`src/rtl/cn_sched.sv`:
```
// Column scheduler for the serial CN bank: clears CN queues, sweeps V2C columns each iteration,
// delays the read strobe/column to the CN units, counts iterations and applies early termination.
module cn_sched #(
  parameter int unsigned COL_NUM     = 72,
  parameter int unsigned COL_CNT_WID = 7,
  parameter int unsigned ITER_WID    = 5,
  parameter int unsigned RD_LAT      = 2
) (
  input  logic                   i_clk,
  input  logic                   i_rst_n,
  input  logic                   i_start,
  input  logic [ITER_WID-1:0]    i_max_iter,
  input  logic                   i_hold,
  input  logic                   i_synd_ok,
  output logic                   o_cn_init,
  output logic                   o_rd_en,
  output logic [COL_CNT_WID-1:0] o_rd_col,
  output logic                   o_cn_vld,
  output logic [COL_CNT_WID-1:0] o_cn_col_cnt,
  output logic [ITER_WID-1:0]    o_iter,
  output logic                   o_busy,
  output logic                   o_done,
  output logic                   o_success
);

  localparam int unsigned DrainWid = $clog2(RD_LAT + 2);
  localparam logic [COL_CNT_WID-1:0] ColLast   = COL_CNT_WID'(COL_NUM - 1);
  localparam logic [DrainWid-1:0]    DrainLast = DrainWid'(RD_LAT);

  typedef enum logic [2:0] {StIdle, StInit, StRun, StDrain, StCheck, StDone} state_e;

  state_e                  state_q, state_d;
  logic [COL_CNT_WID-1:0]  col_q;
  logic [ITER_WID-1:0]     iter_q;
  logic [ITER_WID-1:0]     max_iter_q;
  logic                    success_q;
  logic [DrainWid-1:0]     drain_q;
  logic [RD_LAT-1:0]       dly_vld_q;
  logic [COL_CNT_WID-1:0]  dly_col_q [RD_LAT];
  logic                    start_acc;
  logic                    issue;
  logic                    last_iter;

  assign start_acc = (state_q == StIdle) && i_start;
  assign issue     = (state_q == StRun) && !i_hold;
  assign last_iter = ((iter_q + ITER_WID'(1)) == max_iter_q);

  // State register
  always_ff @(posedge i_clk or negedge i_rst_n) begin
    if (!i_rst_n) begin
      state_q <= StIdle;
    end else begin
      state_q <= state_d;
    end
  end

  // Next-state logic
  always_comb begin
    state_d = state_q;
    case (state_q)
      StIdle:  if (i_start) state_d = StInit;
      StInit:  state_d = StRun;
      StRun:   if (!i_hold && (col_q == ColLast)) state_d = StDrain;
      StDrain: if (drain_q == DrainLast) state_d = StCheck;
      StCheck: state_d = (i_synd_ok || last_iter) ? StDone : StRun;
      StDone:  state_d = StIdle;
      default: state_d = StIdle;
    endcase
  end

  // Output decode
  always_comb begin
    o_cn_init = (state_q == StInit);
    o_rd_en   = issue;
    o_busy    = (state_q == StInit) || (state_q == StRun) || (state_q == StDrain) ||
                (state_q == StCheck);
    o_done    = (state_q == StDone);
  end

  always_ff @(posedge i_clk or negedge i_rst_n) begin
    if (!i_rst_n) begin
      col_q      <= '0;
      iter_q     <= '0;
      max_iter_q <= '0;
      success_q  <= 1'b0;
      drain_q    <= '0;
    end else begin
      drain_q <= (state_q == StDrain) ? drain_q + DrainWid'(1) : '0;
      if (start_acc) begin
        iter_q     <= '0;
        max_iter_q <= (i_max_iter == '0) ? ITER_WID'(1) : i_max_iter;
        success_q  <= 1'b0;
      end
      if (state_q == StInit) begin
        col_q <= '0;
      end else if (issue && (col_q != ColLast)) begin
        col_q <= col_q + COL_CNT_WID'(1);
      end else if (state_q == StCheck && !i_synd_ok && !last_iter) begin
        col_q  <= '0;
        iter_q <= iter_q + ITER_WID'(1);
      end
      if (state_q == StCheck && i_synd_ok) begin
        success_q <= 1'b1;
      end
    end
  end

  // Read-latency match; runs every cycle so stall holes reach the CN units intact
  always_ff @(posedge i_clk or negedge i_rst_n) begin
    if (!i_rst_n) begin
      dly_vld_q <= '0;
      for (int i = 0; i < int'(RD_LAT); i++) begin
        dly_col_q[i] <= '0;
      end
    end else begin
      for (int i = int'(RD_LAT) - 1; i > 0; i--) begin
        dly_vld_q[i] <= dly_vld_q[i-1];
        dly_col_q[i] <= dly_col_q[i-1];
      end
      dly_vld_q[0] <= o_rd_en;
      dly_col_q[0] <= o_rd_col;
    end
  end

  assign o_rd_col     = col_q;
  assign o_cn_vld     = dly_vld_q[RD_LAT-1];
  assign o_cn_col_cnt = dly_col_q[RD_LAT-1];
  assign o_iter       = iter_q;
  assign o_success    = success_q;

endmodule
```
`config.mk`:
```
export PLATFORM = sky130hd
export DESIGN_NAME = cn_sched
export DESIGN_NICKNAME = d
export VERILOG_FILES = /design/src/rtl/cn_sched.sv
export SDC_FILE = /design/constraint.sdc
export NUM_CORES = 1
export LEC_CHECK = 0
export CELL_PAD_IN_SITES_DETAIL_PLACEMENT = 1
export CELL_PAD_IN_SITES_GLOBAL_PLACEMENT = 2
export CORE_ASPECT_RATIO = 1.2
export CORE_MARGIN = 2
export CORE_UTILIZATION = 32
export DETAILED_ROUTE_END_ITERATION = 8
export PLACE_DENSITY_LB_ADDON = 0.1
export SYNTH_ARGS = -nofsm -noshare
export SYNTH_HDL_FRONTEND = slang
export SYNTH_SLANG_ARGS = --single-unit
```
`constraint.sdc`:
```
create_clock -name i_clk -period 2.3 [get_ports i_clk]
set_clock_uncertainty 0.2 [all_clocks]
set_input_delay 0.23 -clock i_clk [delete_from_list [all_inputs] [get_ports i_clk]]
set_output_delay 0.23 -clock i_clk [all_outputs]
set_load 0.01 [all_outputs]
```
After elaboration in Yosys (flattened, before gate mapping)

Index checks and enable logic that the tools add are counted.

Logic and storage cells: 59
Output and inout bits: 25
Register bits: 39
Input bits: 10

Reductions and logical operators: 19
$add $sub $neg: 3
Muxes and demuxes: 16
Equal/unequal tests: 12

Operator list:

| kind                | number |
|---|---|
| $mux 5              | 5 |
| $mux 7              | 3 |
| $pmux 3 s5          | 1 |
| $mux 3              | 4 |
| $add 7x1->7 const B | 1 |
| $eq 7x7->1 const B  | 1 |
| $logic_and 1x1->1   | 7 |
| $ne 7x7->1 const B  | 1 |
| $eq 3x2->1 const B  | 2 |
| $eq 3x3->1 const B  | 2 |
| $ne 2x2->1 const B  | 3 |
| $add 5x1->5 const B | 1 |
| $eq 5x5->1          | 1 |
| $logic_not 5->1     | 1 |
| $logic_or 1x1->1    | 4 |
| $eq 3x1->1 const B  | 1 |
| $logic_not 1->1     | 3 |
| $logic_not 3->1     | 1 |
| $reduce_and 3->1    | 1 |
| $reduce_bool 3->1   | 1 |
| $add 2x1->2 const B | 1 |
| $eq 2x2->1 const B  | 1 |
| $mux 1              | 2 |
| $mux 2              | 1 |
| $reduce_bool 2->1   | 1 |

Logic depth before layout (Yosys ltp)

Gate-level depths: netlist (run 1).

Depth in word-level cells: 7
Gate-level depth with buffers: 8
Gate-level depth less buffers: 7

Worst setup path after synthesis (run 1)

OpenSTA, ideal clock, no wires.

Path type: flip-flop to flip-flop
From: register iter_q[0] (netlist: o_iter[0])
To: register iter_q[3] (netlist: o_iter[3])
Clock period less this slack: 2.139 ns
Setup slack: 0.161 ns
Stages on the path, launching flop included: 9
Arrival time: 1.857 ns
Buffers on the path: 1
Setup time: 0.082 ns
Data required time: 2.018 ns
Cell sequence: dfrtp_1 > ha_1 > xor2_1 > nor3b_1 > mux2i_1 > o31ai_4 > buf_4 > nand2_1 > o22ai_1

Longest elaborated chain between the ends: 7

RTL lines:

| item                   | line    | text |
|---|---|---|
| start, declared        | 34      | `logic [ITER_WID-1:0] iter_q;` |
| start signal, assigned | 100     | `iter_q <= iter_q + ITER_WID'(1);` |
| $add 5x1->5 *          | 46, 100 |  |
| $eq 5x5->1             | 46      | `assign last_iter = ((iter_q + ITER_WID'(1)) == max_iter_q);` |
| $logic_not 1->1        | 98      | `end else if (state_q == StCheck && !i_synd_ok && !last_iter) begin` |
| $logic_and 1x1->1      | 98      |  |
| $mux 5 *               | 98      |  |
| $mux 5 *               | 96      | `end else if (issue && (col_q != ColLast)) begin` |
| $mux 5 *               | 94      | `if (state_q == StInit) begin` |

Every way passes the cells marked *; elsewhere a longest branch is shown, timed or not.
A chain may end at the register's enable or synchronous reset.

Final worst setup path (run 1)

From: register iter_q[1] (netlist: o_iter[1])
To: register iter_q[2] (netlist: o_iter[2])

The elaborated chain is that of the path after synthesis.

==> impl_metrics.json, run 1 <==
{
  "drv_cap": 0,
  "hold_path.class": "flip-flop to flip-flop",
  "postRouteAntennaNets": 0,
  "r2r-end": "o_iter[2]$_DFF_PN0_",
  "routed_wl_um": 3915,
  "worst_setup_path_start_kind": "flip-flop",
  "cts_made_buffers": 5,
  "clock-root-buffer": "clkbuf_8",
  "start_util_pct": 32.59,
  "die_w_um": 70.59,
  "met2_usage_pct": 24.36,
  "clk_latency_ps": 300,
  "pwr_density_cell_nw_per_um2": 1096,
  "portBuffers": 34,
  "clkTransAtPathRegs_ps": 80,
  "grt.busiest_layer": "met2",
  "hold_viol_final": 0,
  "synth-seq-area-share_pct": 57.31,
  "grt_util_met3_pct": 2.899,
  "rr_startpoint": "o_iter[1]$_DFF_PN0_",
  "fmax_mhz": 462.6,
  "final_common_cell": "dfrtp_1",
  "cp_data_arrival_time_ps": 2150,
  "maxSlewHeadroom_pct": 41.64,
  "n_fill_cell": 586,
  "rr_worst_depth": 9,
  "cts_sinks": 39,
  "antenna_found_initial": 0,
  "grt_max_degree": 40,
  "hpwlAfterDp_um": 2831,
  "slew_violations": 0,
  "endpoint_kind": "flip-flop",
  "synth_cell_types": 32,
  "cp.required_ps": 2290,
  "instances_no_fill": 256,
  "avgSynthCellArea_um2": 11.28,
  "row_count": 29,
  "wl_per_cell_um": 15.29,
  "vias_per_cell": 5.047,
  "io_pins": 35,
  "finalSetupViolCount": 0,
  "grt_overflow": 0,
  "status": "complete, no violations",
  "p_leak_nw": 1.035,
  "multi_input_area_um2": 708.2,
  "coreArea_um2": 5225,
  "cp_max_fo": 4,
  "final_nets": 206,
  "crit_type": "flip-flop to flip-flop",
  "ctsHtreeMaxLevel": 2,
  "gp_congestion": 0.7405,
  "syn_area_um2": 1703,
  "areaGrowthSynthToFinish_pct": 36.96,
  "startpoint": "o_iter[1]$_DFF_PN0_",
  "yosysWarnings": 0,
  "regToRegSetupSlack_ps": 140,
  "rsz0062_at_grt": "true",
  "drive_gt1_share_pct": 19.07,
  "final-seq-area_um2": 975.9,
  "endpoint": "o_iter[2]$_DFF_PN0_",
  "use_met1_pct": 17.90,
  "drt_iter0_drc": 47,
  "grt_pass1_vias": 1394,
  "fp.dieH_um": 83.91,
  "final_cell_area_um2": 2332,
  "timing.setup.tns_ps": 0,
  "placed_cell_area_um2": 2101,
  "fin_crit_sh_pct": 93.99,
  "die_area_um2": 5923,
  "drt-pass1-iter-count": 4,
  "diodes": 0,
  "ir_worst_vdd_uv": 516.0,
  "vias": 1292,
  "dpl.cell_count": 243,
  "cts_tree": "yes",
  "synth_cells": 151,
  "fin_crit_ps": 2162,
  "synth-seq-cells": 39,
  "tightest_slew_ps": 875.4,
  "fin_ws_ps": 138.2,
  "grt_pass1_wl_um": 6713,
  "drc": 0,
  "final_cell_mix": "39 x dfrtp_1, 33 x clkdlybuf4s50_1, 13 x nand3_1, 12 x buf_4, 11 x nor2_1",
  "grt_usage_pct": 14.69,
  "post-place-ws_ps": 26.92,
  "synth_nets": 164,
  "clk_path_buf_depth": 2
}
stage by stage:
step	utilization [%]	hold WS, ps	power, mW
floorplan	-	-265.6	1.558
global placement	40.21	133.3	1.908
detailed placement	40.21	136.3	1.933
CTS	43.51	154.8	2.532
global route	44.64	165.2	2.739
finish	44.64	150.8	2.556
Yosys cell counts:
cell type / instances / area (um^2)
nor2_1: 11 / 41.29
mux2_2: 4 / 45.04
mux2i_1: 3 / 30.03
clkbuf_1: 4 / 15.01
nand2b_1: 2 / 12.51
xnor2_2: 1 / 16.27
nand3_1: 14 / 70.07
a41oi_1: 2 / 17.52
o31ai_4: 1 / 21.27
and2_1: 1 / 6.260
a32o_1: 2 / 20.02
a31oi_1: 4 / 25.02
buf_4: 8 / 60.06
a21o_1: 2 / 15.01
nor3b_1: 3 / 22.52
xnor2_1: 2 / 17.52
o22ai_1: 1 / 6.260
nor3_1: 3 / 15.01
nor4_1: 1 / 6.260
nand2_1: 7 / 26.28
a21oi_1: 4 / 20.02
nor4b_1: 1 / 8.760
o31ai_1: 2 / 15.01
ha_1: 3 / 37.54
nor2b_1: 2 / 12.51
and3_1: 6 / 37.54
o21a_1: 3 / 22.52
inv_1: 6 / 22.52
dfrtp_1: 39 / 975.9
xor2_1: 3 / 26.28
o21ai_0: 5 / 25.02
o32a_1: 1 / 10.01
critical path, cell delays in order (launching register included):
cell and delay, ps:
dfrtp_1 410, buf_4 130, buf_4 120, nand3_4 80, xnor2_2 230, mux2i_2 310, o31ai_4 100, buf_4 150
mux2i_2 140, a21o_1 190
timing repair:
item / in CTS / in global routing
pin swaps: 5 / 4
endpoints found under the setup margin: 1 / 10
endpoints found under the hold margin: 39 / 0
hold buffers: 1 / 0
buffers inserted: 4 / 1
gates resized for setup: 2 / 10
registers in the layout (all words and copies together) (netlist names):
name and cells:
o_iter 5, o_cn_col_cnt 7, o_rd_col 7, max_iter_q 5, o_success 1, dly_col_q 7
state_q 3, drain_q 2, dly_vld_q 2
kinds of logic after synthesis:
logic type | after synthesis | share of synthesized area, %
flip-flops | 39 | 57.31
XOR/XNOR | 6 | 3.528
buffers and inverters | 18 | 5.731
AND/OR/NAND/NOR | 51 | 15.21
adder cells (fa/ha/maj) | 3 | 2.204
AO/OA/AOI/OAI | 27 | 11.61
multiplexers | 7 | 4.408
area by class of cell:
cell class | instances | share of cell area, %
Sequential cell | 39 | 41.85
Multi-Input combinational cell | 94 | 30.36
Timing Repair Buffer | 47 | 18.67
Tap cell | 62 | 3.326
Clock buffer | 5 | 2.951
Clock inverter | 3 | 1.878
Inverter | 6 | 0.9657
worst min path at each step:
stage,from,to,depth (start not counted)
floorplan,i_rst_n,dly_col_q[10]$_DFF_PN0_,0
global placement,dly_col_q[9]$_DFF_PN0_,o_cn_col_cnt[2]$_DFF_PN0_,0
detailed placement,dly_col_q[10]$_DFF_PN0_,o_cn_col_cnt[3]$_DFF_PN0_,0
CTS,dly_col_q[8]$_DFF_PN0_,o_cn_col_cnt[1]$_DFF_PN0_,0
global route,dly_vld_q[0]$_DFF_PN0_,dly_vld_q[1]$_DFF_PN0_,0
finish,dly_col_q[8]$_DFF_PN0_,o_cn_col_cnt[1]$_DFF_PN0_,0
where the power goes:
part	switching, mW	internal, mW	leakage, nW
sequential	0.166	0.894	0.505
combinational	0.429	0.491	0.471
clock	0.254	0.323	0.0581
routing by layer:
layer / up-vias / routed length, um / part of all wire [%]
li1: 611 / - / -
met1: 647 / 1691 / 43
met2: 27 / 2002 / 51
met3: 7 / 130 / 3.3
met4: 0 / 91 / 2.3
met5: - / 0 / 0
Power figures use the tool's default switching activity.
==> run 2, diff against run 1 <==
CORE_MARGIN = unset   (was 2)
==> run 2 against run 1 <==
Against the previous run:
- via count is 1.9% lower
- global-route usage is 1.1 points higher
- clock power down 1%
- critical path depth shrank 1
- sequential share of layout area increased by 0.96 points
- hold slack got worse by 1.2 ps
- register-to-register slack barely moved
- first-iteration DRC count fell by 11%
- combinational power decreased by 3.4%
- core utilization increased by 0.87 points
- sequential power about the same
- critical path type unchanged
- largest power group unchanged
==> impl_metrics.json, run 2 (same netlist as run 1, synthesis figures left out) <==
{
  "status": "complete, no violations",
  "cp_data_arrival_time_ps": 2210,
  "drt_iter0_drc": 42,
  "clkTransAtPathRegs_ps": 80,
  "rr_startpoint": "o_iter[1]$_DFF_PN0_",
  "io_pins": 35,
  "antenna_found_initial": 0,
  "placed_cell_area_um2": 2091,
  "slew_violations": 0,
  "switching_share_pct": 33.23,
  "routed_wl_um": 3865,
  "cp.required_ps": 2340,
  "fin_crit_ps": 2171,
  "pwr_density_cell_nw_per_um2": 1104,
  "ir_worst_vdd_uv": 335.6,
  "grt_max_degree": 40,
  "n_fill_cell": 549,
  "diodes": 0,
  "ctsHtreeMaxLevel": 2,
  "intPower_mw": 1.680,
  "finalSetupViolCount": 0,
  "drt-pass1-iter-count": 4,
  "grt_pass1_wl_um": 6354,
  "cts_made_buffers": 5,
  "min_path_cells": 0,
  "final_core_util_pct": 45.50,
  "p_total_mw": 2.516,
  "path_cells": "ha_4 -> xor2_2 -> nor3b_2 -> mux2i_2 -> o31ai_4 -> buf_4 -> mux2i_1 -> a21o_1",
  "grt_overflow": 0,
  "r2r-end": "o_iter[2]$_DFF_PN0_",
  "cp_max_fo": 4,
  "tightest_slew_ps": 869.8,
  "areaGrowthSynthToFinish_pct": 33.87,
  "drv_cap": 0,
  "worstHoldStart": "dly_col_q[11]$_DFF_PN0_",
  "endpoint_kind": "flip-flop",
  "cts_sinks": 39,
  "portBuffers": 34,
  "combPwrFrac_pct": 35.3,
  "rr_worst_depth": 8,
  "clkPwrFrac_pct": 22.7,
  "regToRegSetupSlack_ps": 130,
  "vias": 1267,
  "clk_path_buf_depth": 2,
  "final_nets": 205,
  "fp.dieH_um": 81.91,
  "max_stage_delay_ps": 420,
  "final_cell_mix": "39 x dfrtp_1, 33 x clkdlybuf4s50_1, 14 x nand3_1, 11 x nor2_1, 11 x buf_4",
  "die_w_um": 68.59,
  "coreArea_um2": 5010,
  "die_area_um2": 5618,
  "drive_gt1_share_pct": 16.58,
  "maxSlewHeadroom_pct": 42.01,
  "start_util_pct": 33.99,
  "p_switching_uw": 836.0,
  "hold_path_end": "o_cn_col_cnt[4]$_DFF_PN0_",
  "grt_pass1_vias": 1349,
  "hold_viol_final": 0,
  "final_common_cell": "dfrtp_1",
  "crit_slowest_cell": "dfrtp_1",
  "hold_path.class": "flip-flop to flip-flop",
  "fmax_mhz": 460.7,
  "final_cell_area_um2": 2280,
  "fin_crit_sh_pct": 94.37,
  "postRouteAntennaNets": 0,
  "cts_tree": "yes",
  "gp_congestion": 0.8142,
  "worst_setup_path_start_kind": "flip-flop",
  "drc": 0,
  "row_count": 28,
  "p_leak_nw": 1.027,
  "rsz0062_at_grt": "true",
  "wl_per_cell_um": 15.28,
  "hpwlAfterDp_um": 2822,
  "grt_usage_pct": 15.79,
  "vias_per_cell": 5.008,
  "crit_type": "flip-flop to flip-flop",
  "seqPwrFrac_pct": 42.0,
  "clk_latency_ps": 290,
  "startpoint": "o_iter[1]$_DFF_PN0_",
  "clock-root-buffer": "clkbuf_8"
}
run 2: changes by cell type in the layout (fill, tap and decap cells not counted):
cell / delta
xnor2_4: -1
nand3_1: +1
mux2i_1: +1
buf_4: -1
nor3_2: -1
nor3b_1: +1
nand3_4: -1
nor3b_2: -1
xnor2_1: +1
mux2i_2: -1
nand2_1: -1
nand2_2: +1
nor3_1: +1
run 2: what timing repair did:
item,4_1_cts,5_1_grt
hold buffers,1,0
pin swaps,1,4
setup endpoints to repair,4,10
setup buffers,3,1
gates resized for setup,0,6
endpoints found under the hold margin,39,0
run 2: worst max-delay path by stage:
stage                     slack (ps)                      end  cells past startpoint
after detailed placement          20  o_rd_col[6]$_DFFE_PN0P_                      7
final                            130      o_iter[2]$_DFF_PN0_                      8
after floorplan                  160      o_iter[3]$_DFF_PN0_                      8
after CTS                         20      o_iter[2]$_DFF_PN0_                      8
after global routing             -20      o_iter[2]$_DFF_PN0_                      8
after global placement           110  o_rd_col[6]$_DFFE_PN0P_                      7
run 2: per-layer routing:
metal | global-route usage (%) | vias to the layer above | share of wire [%]
li1 | - | 602 | -
met1 | 17.93 | 625 | 42
met2 | 27.16 | 30 | 51
met3 | 3.333 | 10 | 4.1
met4 | 8.333 | 0 | 2.6
met5 | 0 | - | 0
run 2: power groups by stage:
stage	logic, mW	registers (mW)	clock network, mW
after floorplan	0.503	1.05	0
after global placement	0.843	1.06	0
after detailed placement	0.870	1.07	0
after CTS	0.875	1.06	0.593
after global routing	0.989	1.09	0.621
final	0.888	1.06	0.571
run 2: worst max-delay path: cells and delay by family (launching register included):
kind,cells,cell delay (ps)
and+or+nand+nor,1,200
buffers and inverters,1,170
AOI/OAI and AO/OA,2,380
xor gates and xnor gates,1,180
adders and majority gates,1,260
DFF,1,420
muxes,2,300
run 2: cell type report:
| class | instances | area (um^2) | share of cell area, % |
|---|---|---|---|
| timing repair buffer | 46 | 427.9 | 18.77 |
| inverter | 6 | 22.52 | 0.9879 |
| clock buffer | 5 | 68.82 | 3.019 |
| multi-input combinational | 94 | 665.6 | 29.20 |
| sequential | 39 | 975.9 | 42.81 |
| clock inverter | 3 | 43.79 | 1.921 |
| tap | 60 | 75.07 | 3.293 |
run 2: through the flow:
step,TNS (ps),hold slack (ps),cells,setup slack [ps]
floorplan,0,-265.6,151,160.5
global placement,0,132.6,240,107.4
detailed placement,0,136.3,240,19.99
CTS,0,154.4,252,18.85
global route,-22.65,162.1,253,-22.65
finish,0,149.6,253,129.5
==> run 3, diff against run 2 <==
MAX_ROUTING_LAYER = met4   (was unset)
==> run 3 against run 2 <==
Against the previous run:
- sequential power about the same
- global-route usage increased by 0.42 points
- maximum frequency about the same
- setup slack improved by 1.5 ps
- critical path depth unchanged
- core utilization unchanged
- hold slack about the same
==> impl_metrics.json, run 3 (same netlist as run 1, synthesis figures left out) <==
{
  "status": "complete, no violations",
  "p_leak_nw": 1.027,
  "worst_setup_path_start_kind": "flip-flop",
  "grt_pass1_vias": 1348,
  "grt_max_degree": 40,
  "grt_pass1_wl_um": 6361,
  "cts_tree": "yes",
  "final_cell_mix": "39 x dfrtp_1, 33 x clkdlybuf4s50_1, 14 x nand3_1, 11 x nor2_1, 11 x buf_4",
  "grt_overflow": 0,
  "max_stage_delay_ps": 420,
  "slew_violations": 0,
  "fin_ws_ps": 131.0,
  "maxSlewHeadroom_pct": 42.12,
  "post-place-ws_ps": 19.99,
  "gp_congestion": 0.8263,
  "crit_type": "flip-flop to flip-flop",
  "start_util_pct": 33.99,
  "rsz0062_at_grt": "true",
  "drv_cap": 0,
  "hold_ws_ps": 149.7,
  "wl_met1_um": 1638,
  "cp.required_ps": 2340,
  "fin_crit_sh_pct": 94.30,
  "row_count": 28,
  "cts_sinks": 39,
  "diodes": 0,
  "routed_wl_um": 3859,
  "tightest_slew_ps": 868.2,
  "clock-root-buffer": "clkbuf_8",
  "final_common_cell": "dfrtp_1",
  "dr_wl_met2_um": 1968,
  "areaGrowthSynthToFinish_pct": 33.87,
  "wl_per_cell_um": 15.25,
  "die_w_um": 68.59,
  "clk_latency_ps": 290,
  "ctsHtreeMaxLevel": 2,
  "final_nets": 205,
  "cp_max_fo": 4,
  "drive_gt1_share_pct": 16.58,
  "clkTransAtPathRegs_ps": 80,
  "finalSetupViolCount": 0,
  "drc": 0,
  "postRouteAntennaNets": 0,
  "coreArea_um2": 5010,
  "cts_made_buffers": 5,
  "hpwlAfterDp_um": 2822,
  "met3_length_um": 150,
  "crit_slowest_cell": "dfrtp_1",
  "drt_iter0_drc": 39,
  "antenna_found_initial": 0,
  "clk_path_buf_depth": 2,
  "pwr_density_cell_nw_per_um2": 1103,
  "io_pins": 35,
  "endpoint_kind": "flip-flop",
  "timing.setup.tns_ps": 0,
  "fp.dieH_um": 81.91,
  "grt_usage_pct": 16.21,
  "ir_worst_vdd_uv": 335.7,
  "portBuffers": 34,
  "final_core_util_pct": 45.50,
  "routed.top_layer": "met4",
  "vias_per_cell": 4.992,
  "path_cells": "ha_4 -> xor2_2 -> nor3b_2 -> mux2i_2 -> o31ai_4 -> buf_4 -> mux2i_1 -> a21o_1",
  "hold_path.class": "flip-flop to flip-flop",
  "fmax_mhz": 461.0,
  "p_total_mw": 2.516,
  "fin_crit_ps": 2169,
  "hold_viol_final": 0,
  "drt-pass1-iter-count": 4,
  "die_area_um2": 5618,
  "vias": 1263,
  "cp_data_arrival_time_ps": 2210
}
-- run 3: where the power goes --
part | switching [mW] | internal, mW | total, mW
registers | 0.162 | 0.894 | 1.06
logic | 0.425 | 0.463 | 0.888
clock network | 0.248 | 0.323 | 0.571
-- run 3: area by class of cell --
class | count | area (um^2)
clock inverter | 3 | 43.79
fill | 549 | 2730
inverter | 6 | 22.52
tap | 60 | 75.07
clock buffer | 5 | 68.82
multi-input combinational | 94 | 665.6
sequential | 39 | 975.9
timing repair buffer | 46 | 427.9
-- run 3: metrics by stage --
step                      instance area [um^2]  instances
final                                     2280        253
after global routing                      2280        253
after CTS                                 2236        252
after detailed placement                  2091        240
after global placement                    2091        240
after floorplan                           1703        151
-- run 3: what timing repair did --
item	4_1_cts	5_1_grt
buffers inserted	3	1
hold buffers	1	0
pin swaps	1	4
resized for setup	0	6
endpoints found under the setup margin	4	11
endpoints found under the hold margin	39	0
cloned	0	0
-- run 3: critical path: cells and delay by family (launching register included) --
family	cells	cell delay, ps
flip-flops	1	420
AO/OA/AOI/OAI	2	380
multiplexers	2	300
adder cells (fa/ha/maj)	1	260
AND/OR/NAND/NOR	1	200
XOR/XNOR	1	180
buffers and inverters	1	170
-- run 3: metal layers --
metal  track usage [%]  vias to the layer above
li1                  -                      602
met1             17.84                      621
met2             27.25                       30
met3             3.194                       10
met4             8.333                        0
met5                 -                        -
-- run 3: worst paths after layout --
check | slack (ps) | cells past startpoint | from | to
max | 130 | 8 | o_iter[1]$_DFF_PN0_ | o_iter[2]$_DFF_PN0_
min | 150 | 0 | dly_col_q[11]$_DFF_PN0_ | o_cn_col_cnt[4]$_DFF_PN0_
max reg2reg | 130 | 8 | o_iter[1]$_DFF_PN0_ | o_iter[2]$_DFF_PN0_
min reg2reg | 150 | 0 | dly_col_q[11]$_DFF_PN0_ | o_cn_col_cnt[4]$_DFF_PN0_
max in group asynchronous | 970 | 2 | i_rst_n | dly_col_q[11]$_DFF_PN0_
min in group asynchronous | 390 | 2 | i_rst_n | max_iter_q[1]$_DFFE_PN0P_
